File: config.mk
export PLATFORM = sky130hd
export DESIGN_NAME = joy_trackball_emu
export DESIGN_NICKNAME = d
export VERILOG_FILES = /design/src/rtl/joy_trackball_emu_pkg.sv /design/src/rtl/joy_trackball_emu_axis.sv /design/src/rtl/joy_trackball_emu.sv
export SDC_FILE = /design/constraint.sdc
export NUM_CORES = 1
export LEC_CHECK = 0
export CORE_UTILIZATION = 50
export DETAILED_ROUTE_END_ITERATION = 12
export PLACE_DENSITY = 0.66
export SYNTH_ARGS = -nofsm -noshare
export SYNTH_HDL_FRONTEND = slang
export SYNTH_HIERARCHICAL = 1
export SYNTH_SLANG_ARGS = --single-unit
File: constraint.sdc
create_clock -name clk_sys -period 4.7 [get_ports clk_sys]
set_clock_uncertainty 0.2 [all_clocks]
set_input_delay 0.705 -clock clk_sys [delete_from_list [all_inputs] [get_ports clk_sys]]
set_output_delay 0.705 -clock clk_sys [all_outputs]
set_load 0.03 [all_outputs]
File: src/rtl/joy_trackball_emu_pkg.sv
`default_nettype none
// ============================================================================
// Module   : joy_trackball_emu_pkg
// Purpose  : Shared widths, axis state encoding and step helper for the
//            joystick-to-trackball emulator.
// Ports    : none (package)
// Revision : 1.0 - initial release
// ============================================================================
package joy_trackball_emu_pkg;

  localparam int VEL_W               = 4;
  localparam int PHASE_W             = 9;
  localparam int SPEED_W             = 2;
  localparam int ACCEL_TICKS_DEFAULT = 32;
  localparam int ACC_W               = $clog2(ACCEL_TICKS_DEFAULT);

  typedef enum logic [0:0] {
    IDLE = 1'b0,
    MOVE = 1'b1
  } axis_state_t;

  // Phase increment for one tick: velocity scaled by 2**speed. The result
  // carries one extra bit so the caller can add it to the phase and see the
  // wrap-around in the MSB.
  function automatic logic [PHASE_W:0] phase_step(
    input logic [VEL_W-1:0]   vel,
    input logic [SPEED_W-1:0] speed
  );
    logic [PHASE_W:0] v_ext;
    v_ext = {{(PHASE_W + 1 - VEL_W){1'b0}}, vel};
    return v_ext << speed;
  endfunction

endpackage
`default_nettype wire

File: src/rtl/joy_trackball_emu_axis.sv
`default_nettype none
// ============================================================================
// Module   : joy_axis
// Purpose  : One trackball axis. Turns a +1/-1/0 request into a direction
//            level and a clock that toggles each time the phase accumulator
//            wraps, with a velocity that ramps while the request is held.
// Ports    : clk_sys  in   system clock
//            reset    in   synchronous active-high reset
//            tick     in   one-cycle motion tick strobe
//            req_pos  in   request towards positive direction
//            req_neg  in   request towards negative direction
//            speed    in   step shift (0..3)
//            dir      out  registered direction, 1 = positive
//            qclk     out  registered motion clock
// Revision : 1.0 - initial release
// ============================================================================
module joy_axis
  import joy_trackball_emu_pkg::*;
#(
  parameter int ACCEL_TICKS = 32,
  parameter int VMAX        = 15
) (
  input  logic               clk_sys,
  input  logic               reset,
  input  logic               tick,
  input  logic               req_pos,
  input  logic               req_neg,
  input  logic [SPEED_W-1:0] speed,
  output logic               dir,
  output logic               qclk
);

  localparam int                  ACC_BITS = (ACCEL_TICKS > 1) ? $clog2(ACCEL_TICKS) : 1;
  localparam logic [ACC_BITS-1:0] ACC_LAST = ACC_BITS'(ACCEL_TICKS - 1);
  localparam logic [VEL_W-1:0]    VEL_TOP  = VEL_W'(VMAX);

  axis_state_t         state;
  logic [VEL_W-1:0]    vel;
  logic [PHASE_W-1:0]  phase;
  logic [ACC_BITS-1:0] accel;

  logic                active;
  logic [PHASE_W:0]    sum;

  assign active = req_pos | req_neg;
  assign sum    = {1'b0, phase} + phase_step(vel, speed);

  always_ff @(posedge clk_sys) begin
    if (reset) begin
      state <= IDLE;
      vel   <= '0;
      phase <= '0;
      accel <= '0;
      dir   <= 1'b0;
      qclk  <= 1'b0;
    end else begin
      case (state)
        IDLE: begin
          if (active) begin
            state <= MOVE;
            vel   <= VEL_W'(1);
            phase <= '0;
            accel <= '0;
            dir   <= req_pos;
          end
        end
        MOVE: begin
          if (!active) begin
            // dir and qclk keep their last levels while idle
            state <= IDLE;
            vel   <= '0;
            phase <= '0;
            accel <= '0;
          end else if (req_pos != dir) begin
            // Reversal restarts the ramp; the tick on this cycle is dropped
            vel   <= VEL_W'(1);
            phase <= '0;
            accel <= '0;
            dir   <= req_pos;
          end else if (tick) begin
            phase <= sum[PHASE_W-1:0];
            if (sum[PHASE_W]) begin
              qclk <= ~qclk;
            end
            if (accel == ACC_LAST) begin
              accel <= '0;
              if (vel < VEL_TOP) begin
                vel <= vel + 1'b1;
              end
            end else begin
              accel <= accel + 1'b1;
            end
          end
        end
        default: state <= IDLE;
      endcase
    end
  end

endmodule
`default_nettype wire

File: src/rtl/joy_trackball_emu.sv
`default_nettype none
// ============================================================================
// Module   : joy_trackball_emu
// Purpose  : Joystick/D-pad to trackball emulator. Registers the pad inputs,
//            generates the motion tick and drives two axis engines whose
//            direction outputs are inverted by the cocktail flip.
// Ports    : clk_sys    in   system clock
//            reset      in   synchronous active-high reset
//            joy_up     in   up held
//            joy_down   in   down held
//            joy_left   in   left held
//            joy_right  in   right held
//            speed      in   step shift: 0=x1 .. 3=x8
//            flip       in   inverts both direction outputs
//            h_dir      out  horizontal direction (1 = right before flip)
//            h_clk      out  horizontal motion clock
//            v_dir      out  vertical direction (1 = up before flip)
//            v_clk      out  vertical motion clock
// Revision : 1.0 - initial release
// ============================================================================
module joy_trackball_emu
  import joy_trackball_emu_pkg::*;
#(
  parameter int TICK_DIV    = 12000,
  parameter int ACCEL_TICKS = 32,
  parameter int VMAX        = 15
) (
  input  logic               clk_sys,
  input  logic               reset,
  input  logic               joy_up,
  input  logic               joy_down,
  input  logic               joy_left,
  input  logic               joy_right,
  input  logic [SPEED_W-1:0] speed,
  input  logic               flip,
  output logic               h_dir,
  output logic               h_clk,
  output logic               v_dir,
  output logic               v_clk
);

  localparam int               CNT_W    = (TICK_DIV > 1) ? $clog2(TICK_DIV) : 1;
  localparam logic [CNT_W-1:0] CNT_LAST = CNT_W'(TICK_DIV - 1);

  logic             up_q;
  logic             down_q;
  logic             left_q;
  logic             right_q;
  logic [CNT_W-1:0] tick_cnt;
  logic             tick;
  logic             dir_h;
  logic             dir_v;

  always_ff @(posedge clk_sys) begin
    if (reset) begin
      up_q    <= 1'b0;
      down_q  <= 1'b0;
      left_q  <= 1'b0;
      right_q <= 1'b0;
    end else begin
      up_q    <= joy_up;
      down_q  <= joy_down;
      left_q  <= joy_left;
      right_q <= joy_right;
    end
  end

  // Free-running divider; joystick activity never resets it
  always_ff @(posedge clk_sys) begin
    if (reset) begin
      tick_cnt <= '0;
    end else if (tick) begin
      tick_cnt <= '0;
    end else begin
      tick_cnt <= tick_cnt + 1'b1;
    end
  end

  assign tick = (tick_cnt == CNT_LAST);

  // Opposing directions held together cancel to no request
  joy_axis #(
    .ACCEL_TICKS (ACCEL_TICKS),
    .VMAX        (VMAX)
  ) u_axis_h (
    .clk_sys (clk_sys),
    .reset   (reset),
    .tick    (tick),
    .req_pos (right_q & ~left_q),
    .req_neg (left_q & ~right_q),
    .speed   (speed),
    .dir     (dir_h),
    .qclk    (h_clk)
  );

  joy_axis #(
    .ACCEL_TICKS (ACCEL_TICKS),
    .VMAX        (VMAX)
  ) u_axis_v (
    .clk_sys (clk_sys),
    .reset   (reset),
    .tick    (tick),
    .req_pos (up_q & ~down_q),
    .req_neg (down_q & ~up_q),
    .speed   (speed),
    .dir     (dir_v),
    .qclk    (v_clk)
  );

  assign h_dir = dir_h ^ flip;
  assign v_dir = dir_v ^ flip;

endmodule
`default_nettype wire

After elaboration in Yosys (flattened, before gate mapping)
Cells that the tools add are included.

storage, ports and cells
  bits in registers = 60
  output and inout bits = 4
  input bits = 9
  logic and storage cells = 118

operators by class
  magnitude comparators = 2
  bitwise logic cells = 18
  reduce and logical (&&, ||, !) cells = 9
  $add $sub $neg = 7
  mux-type cells = 46
  eq/ne operators = 17
  shift-type cells = 2

operator list
  operator                                                                 count
  9-bit 2-to-1 mux                                                         8
  5-bit 2-to-1 mux                                                         10
  4-bit 2-to-1 mux                                                         12
  9-bit case mux with 2 select lines                                       2
  4-bit inequality test, second input constant                             6
  9-bit by 10-bit adder with 10-bit output                                 2
  5-bit case mux with 2 select lines                                       2
  4-bit by 2-bit left shift with 10-bit output                             2
  4-bit case mux with 2 select lines                                       2
  14-bit by 1-bit adder with 14-bit output, second input constant          1
  14-bit == test, second input constant                                    1
  5-bit by 1-bit adder with 5-bit output, second input constant            2
  5-bit == test, second input constant                                     2
  1-bit NOT                                                                10
  5-bit AND reduction                                                      2
  4-bit by 1-bit adder with 4-bit output, second input constant            2
  4-bit < comparator, second input constant                                2
  1-bit 2-to-1 mux                                                         8
  2-bit inequality test, second input constant                             4
  4-bit AND reduction                                                      2
  3-bit AND reduction                                                      2
  1-bit bitwise AND                                                        4
  2-bit by 1-bit inequality test with 1-bit output, second input constant  2
  1-bit case mux with 2 select lines                                       2
  5 further kinds                                                          9

Longest topological paths before layout
  depth after elaboration = 7
  gate-level depth with buffers = 10
  depth with buffers taken out = 9

Cells and area by module
Netlist, hierarchy kept.

modules (own cells, without submodules)
  module               area an instance (µm²)  sequential area each (µm²)  cells each  instances
  joy_axis (u_axis_h)  1,521.5                 420.4                       177         1
  joy_axis (u_axis_v)  1,413.9                 420.4                       166         1
  joy_trackball_emu    758.2                   360.3                       83          1

Worst setup path after synthesis
OpenSTA, ideal clock, no wires.

  path type = in2reg
  from = input port speed[0]
  to = register u_axis_h.qclk
  arrival = 2,702 ps
  required time = 4,377 ps
  slack = 1,675 ps
  path buffers = 1
  cell stages on the path = 9
  path through = clkbuf_1 > mux2_2 > nor2_1 > a21oi_1 > ha_1 > o21ai_0 > o211a_1 > nor4_1 > mux2_1

on the way
  word-level cells in the longest chain between the ends = 3

RTL lines
  item                                          RTL line                      source
  start: declaration                            joy_trackball_emu.sv:34       input logic [SPEED_W-1:0] speed,
  4-bit by 2-bit left shift with 10-bit output  joy_trackball_emu_pkg.sv:31   return v_ext << speed;
  9-bit by 10-bit adder with 10-bit output      joy_trackball_emu_axis.sv:46  assign sum = {1'b0, phase} + phase_step(vel, speed);
  5-bit AND reduction (no line)                 -
  end signal: assignment                        joy_trackball_emu_axis.sv:83  qclk <= ~qclk;
  end: declaration                              joy_trackball_emu_axis.sv:30  output logic qclk

No other way between the ends.
A chain may end at the register's enable or synchronous reset.

Worst setup path in the final report
Same ends and word-level chain as after synthesis.

==> out/metrics.cfg <==
[min_path]
hp-class = flop to flop

[synthesis]
ys_seq_elements = 60
synth-edff-count = 0
synth_top_family_by_area = simple AND/OR/NAND/NOR gates
synth_compound_area_share_pct = 20.6
synth_xor_xnor_area_share_pct = 4.51
synth_nets = 458
ys_seq_area_share_pct = 32.5
synth_area_leaders = dfxtp_1, ha_1, nor2_1
synth_cell_types = 74
yosysTopAreaCellShare_pct = 32.5
synth-simple-area-share_pct = 25.3
synth_flop_cell = dfxtp_1
synth_adder_area_share_pct = 8.20
synth_area_leader_cell = dfxtp_1
synthMuxAreaShare_pct = 3.62
syn_avg_cell_area_um2 = 8.67
ys_async_sr_fraction_pct = 0
netlist_instances = 426
yosysWarnings = 6
syn-cell-area_um2 = 3690

[timing]
holdWs_ps = 263
worstMarginPinSlew_ps = 1070
slew_headroom_pct = 28.7
rsz0062_at_grt = no
clock.fmax_ghz = 0.291
tns_ps = 0
post-route-period-util_pct = 73.2
maxSlewViolCount = 0
hold_viol = 0
min_period_ps = 3440
finalSetupViolCount = 0

[clocking]
cts_resized = 0
clkTransAtPathRegs_ps = 70
clock_sink_count = 60
worstSkewPairLatency_ps = 340
postCtsSetupRepairBufs = 0
cts-htree-levels = 3
root_buffer = clkbuf_8
cts_tree = yes
postCtsHoldBufs = 0
cts_made_buffers = 9
cts_max_path_buffers = 2

[placement]
io_buffers = 12
gp_congestion = 0.815
dp_hpwl_mm = 5.27

[pwr]
power.density_nw_per_um2 = 281
switchingPower_w = 0.000277
peakVddDrop_mv = 0.196
cellInternalPower_w = 0.000855
p_total_w = 0.00113
leakage_nw = 1.57
power_frac_seq_pct = 47.2
clkPwrFrac_pct = 43.4
switching_share_pct = 24.5
combPwrFrac_pct = 9.4

[layout]
antenna_cells = 0
nets = 467
final_cell_mix = dfxtp_1, nor2_1, nand2_1
layout_commonest_cell = dfxtp_1
final_util_pct = 57.7
drive_gt1_share_pct = 8.43
area_growth_pct = 9.11
fillers = 684

[worst_setup_path]
cp_num_cells = 9
r2r_cells = 7
r2r_end = u_axis_h/phase[3]
startpoint = speed[0]
endpoint_kind = flop
cp_num_buf_inv = 1
crit_path_cell_trace = clkdlybuf4s50_1, mux2_2, nor2_1, a21oi_1, ha_1, o21ai_0, o211a_1, nor4_1, mux2_1
crit_arrival_ps = 3460
critical_path_class = input port to flop
ff2ff_setup_slack_ps = 1700
endpoint = u_axis_h/qclk
rr_startpoint = tick_cnt[5]
cp_max_fo = 13
crit_family = buffers and inverters
critPathRequiredTime_ps = 4720
slowest_delay_ps = 750
cp_slowest_cell = clkdlybuf4s50_1
startpoint_type = input port

[routing]
wl_mm = 7.34
antenna_left = 0
viasPerCell = 5.82
vias = 3114
wire_per_inst_um = 13.7
drt_iter0_drc = 166
firstDrtPassIters = 4
drc_errors = 0

[grt]
overflow = 0
grt_max_degree = 27
grt.met1_usage_pct = 28.8
grt_use_met3_pct = 5.75
track_usage_pct = 21.1
top_usage_layer = met2
grt_pass1_wl_mm = 12.6
grt_pass1_vias = 2727
met2_usage_pct = 32.6
antenna_found_initial = 0

[die]
rows = 30
die_width_um = 88.0
initial_core_util_pct = 52.9
ios = 13
core_area_um2 = 6980
die_h_um = 88.0
die_area_um2 = 7740

[run]
max_cap_violations = 0

[status]
status = complete, no violations

stage by stage:
step                      worst slack [ps]  cell area (um2)  cells
after floorplan                       1670             3690    426
after global placement                 983             3820    520
after detailed placement               926             3820    520
after CTS                             1290             4030    535
after global routing                  1090             4030    535
final                                 1260             4030    535
logic make-up (layout without fill, tap and decap cells):
| logic type | Yosys count | after routing |
|---|---|---|
| and+or+nand+nor | 174 | 174 |
| AOI/OAI and AO/OA | 103 | 103 |
| DFF | 60 | 60 |
| buffers and inverters | 34 | 47 |
| adders and majority gates | 23 | 23 |
| xor gates and xnor gates | 19 | 19 |
| muxes | 13 | 13 |
layout make-up:
class                   count  area [um2]  area share [%]
clock buffers              10         128            3.17
well taps                  96         120            2.98
clock inverters             5        77.6            1.92
inverters                  18        67.6            1.68
flip-flops and latches     60        1200            29.8
multi-input cells         332        2300            57.1
repair buffers             14         135            3.35
synthesized netlist by cell type, types with 8 or more instances:
library cell / count
nor2_1: 53
nand3_1: 19
ha_1: 21
dfxtp_1: 60
xnor2_1: 9
inv_1: 17
a22oi_1: 8
o21ai_0: 17
nand2_1: 23
and3_1: 8
a21oi_1: 20
mux2i_1: 10
xor2_1: 10
nor2b_1: 12
worst min-delay path: stages, from the launching register on:
cell and delay (ps):
dfxtp_1 320, nand2_1 50, a21oi_1 50
registers in the layout, summed over array words and instances, names as in the netlist, 4 cells and up:
name,cells
u_axis_h/accel,5
u_axis_v/vel,4
u_axis_v/phase,9
u_axis_v/accel,5
tick_cnt,14
u_axis_h/phase,9
u_axis_h/vel,4
worst min-delay path by stage:
stage                      startpoint           endpoint  slack [ps]  depth (start not counted)
finish              u_axis_h/phase[3]  u_axis_h/phase[3]         260                          2
global route        u_axis_h/phase[3]  u_axis_h/phase[3]         290                          2
CTS                 u_axis_h/phase[3]  u_axis_h/phase[3]         260                          2
detailed placement  u_axis_h/phase[3]  u_axis_h/phase[3]         250                          2
global placement    u_axis_h/phase[3]  u_axis_h/phase[3]         250                          2
floorplan           u_axis_h/phase[3]  u_axis_h/phase[3]         240                          2
metal layers:
layer / part of all wire (%) / routed length (um) / vias up
met5: 0 / 0 / -
met4: 0.84 / 62 / 0
met3: 4.8 / 354 / 5
met2: 44 / 3260 / 39
met1: 50 / 3660 / 1473
li1: - / - / 1597
power by group through the flow:
stage	clock, W	combinational, W	sequential (W)
after floorplan	0	0.0000880	0.000540
after detailed placement	0	0.000106	0.000545
final	0.000492	0.000106	0.000534
after global placement	0	0.000105	0.000545
after global routing	0.000531	0.000119	0.000536
after CTS	0.000509	0.000107	0.000534
(Power assumes the default switching activity.)
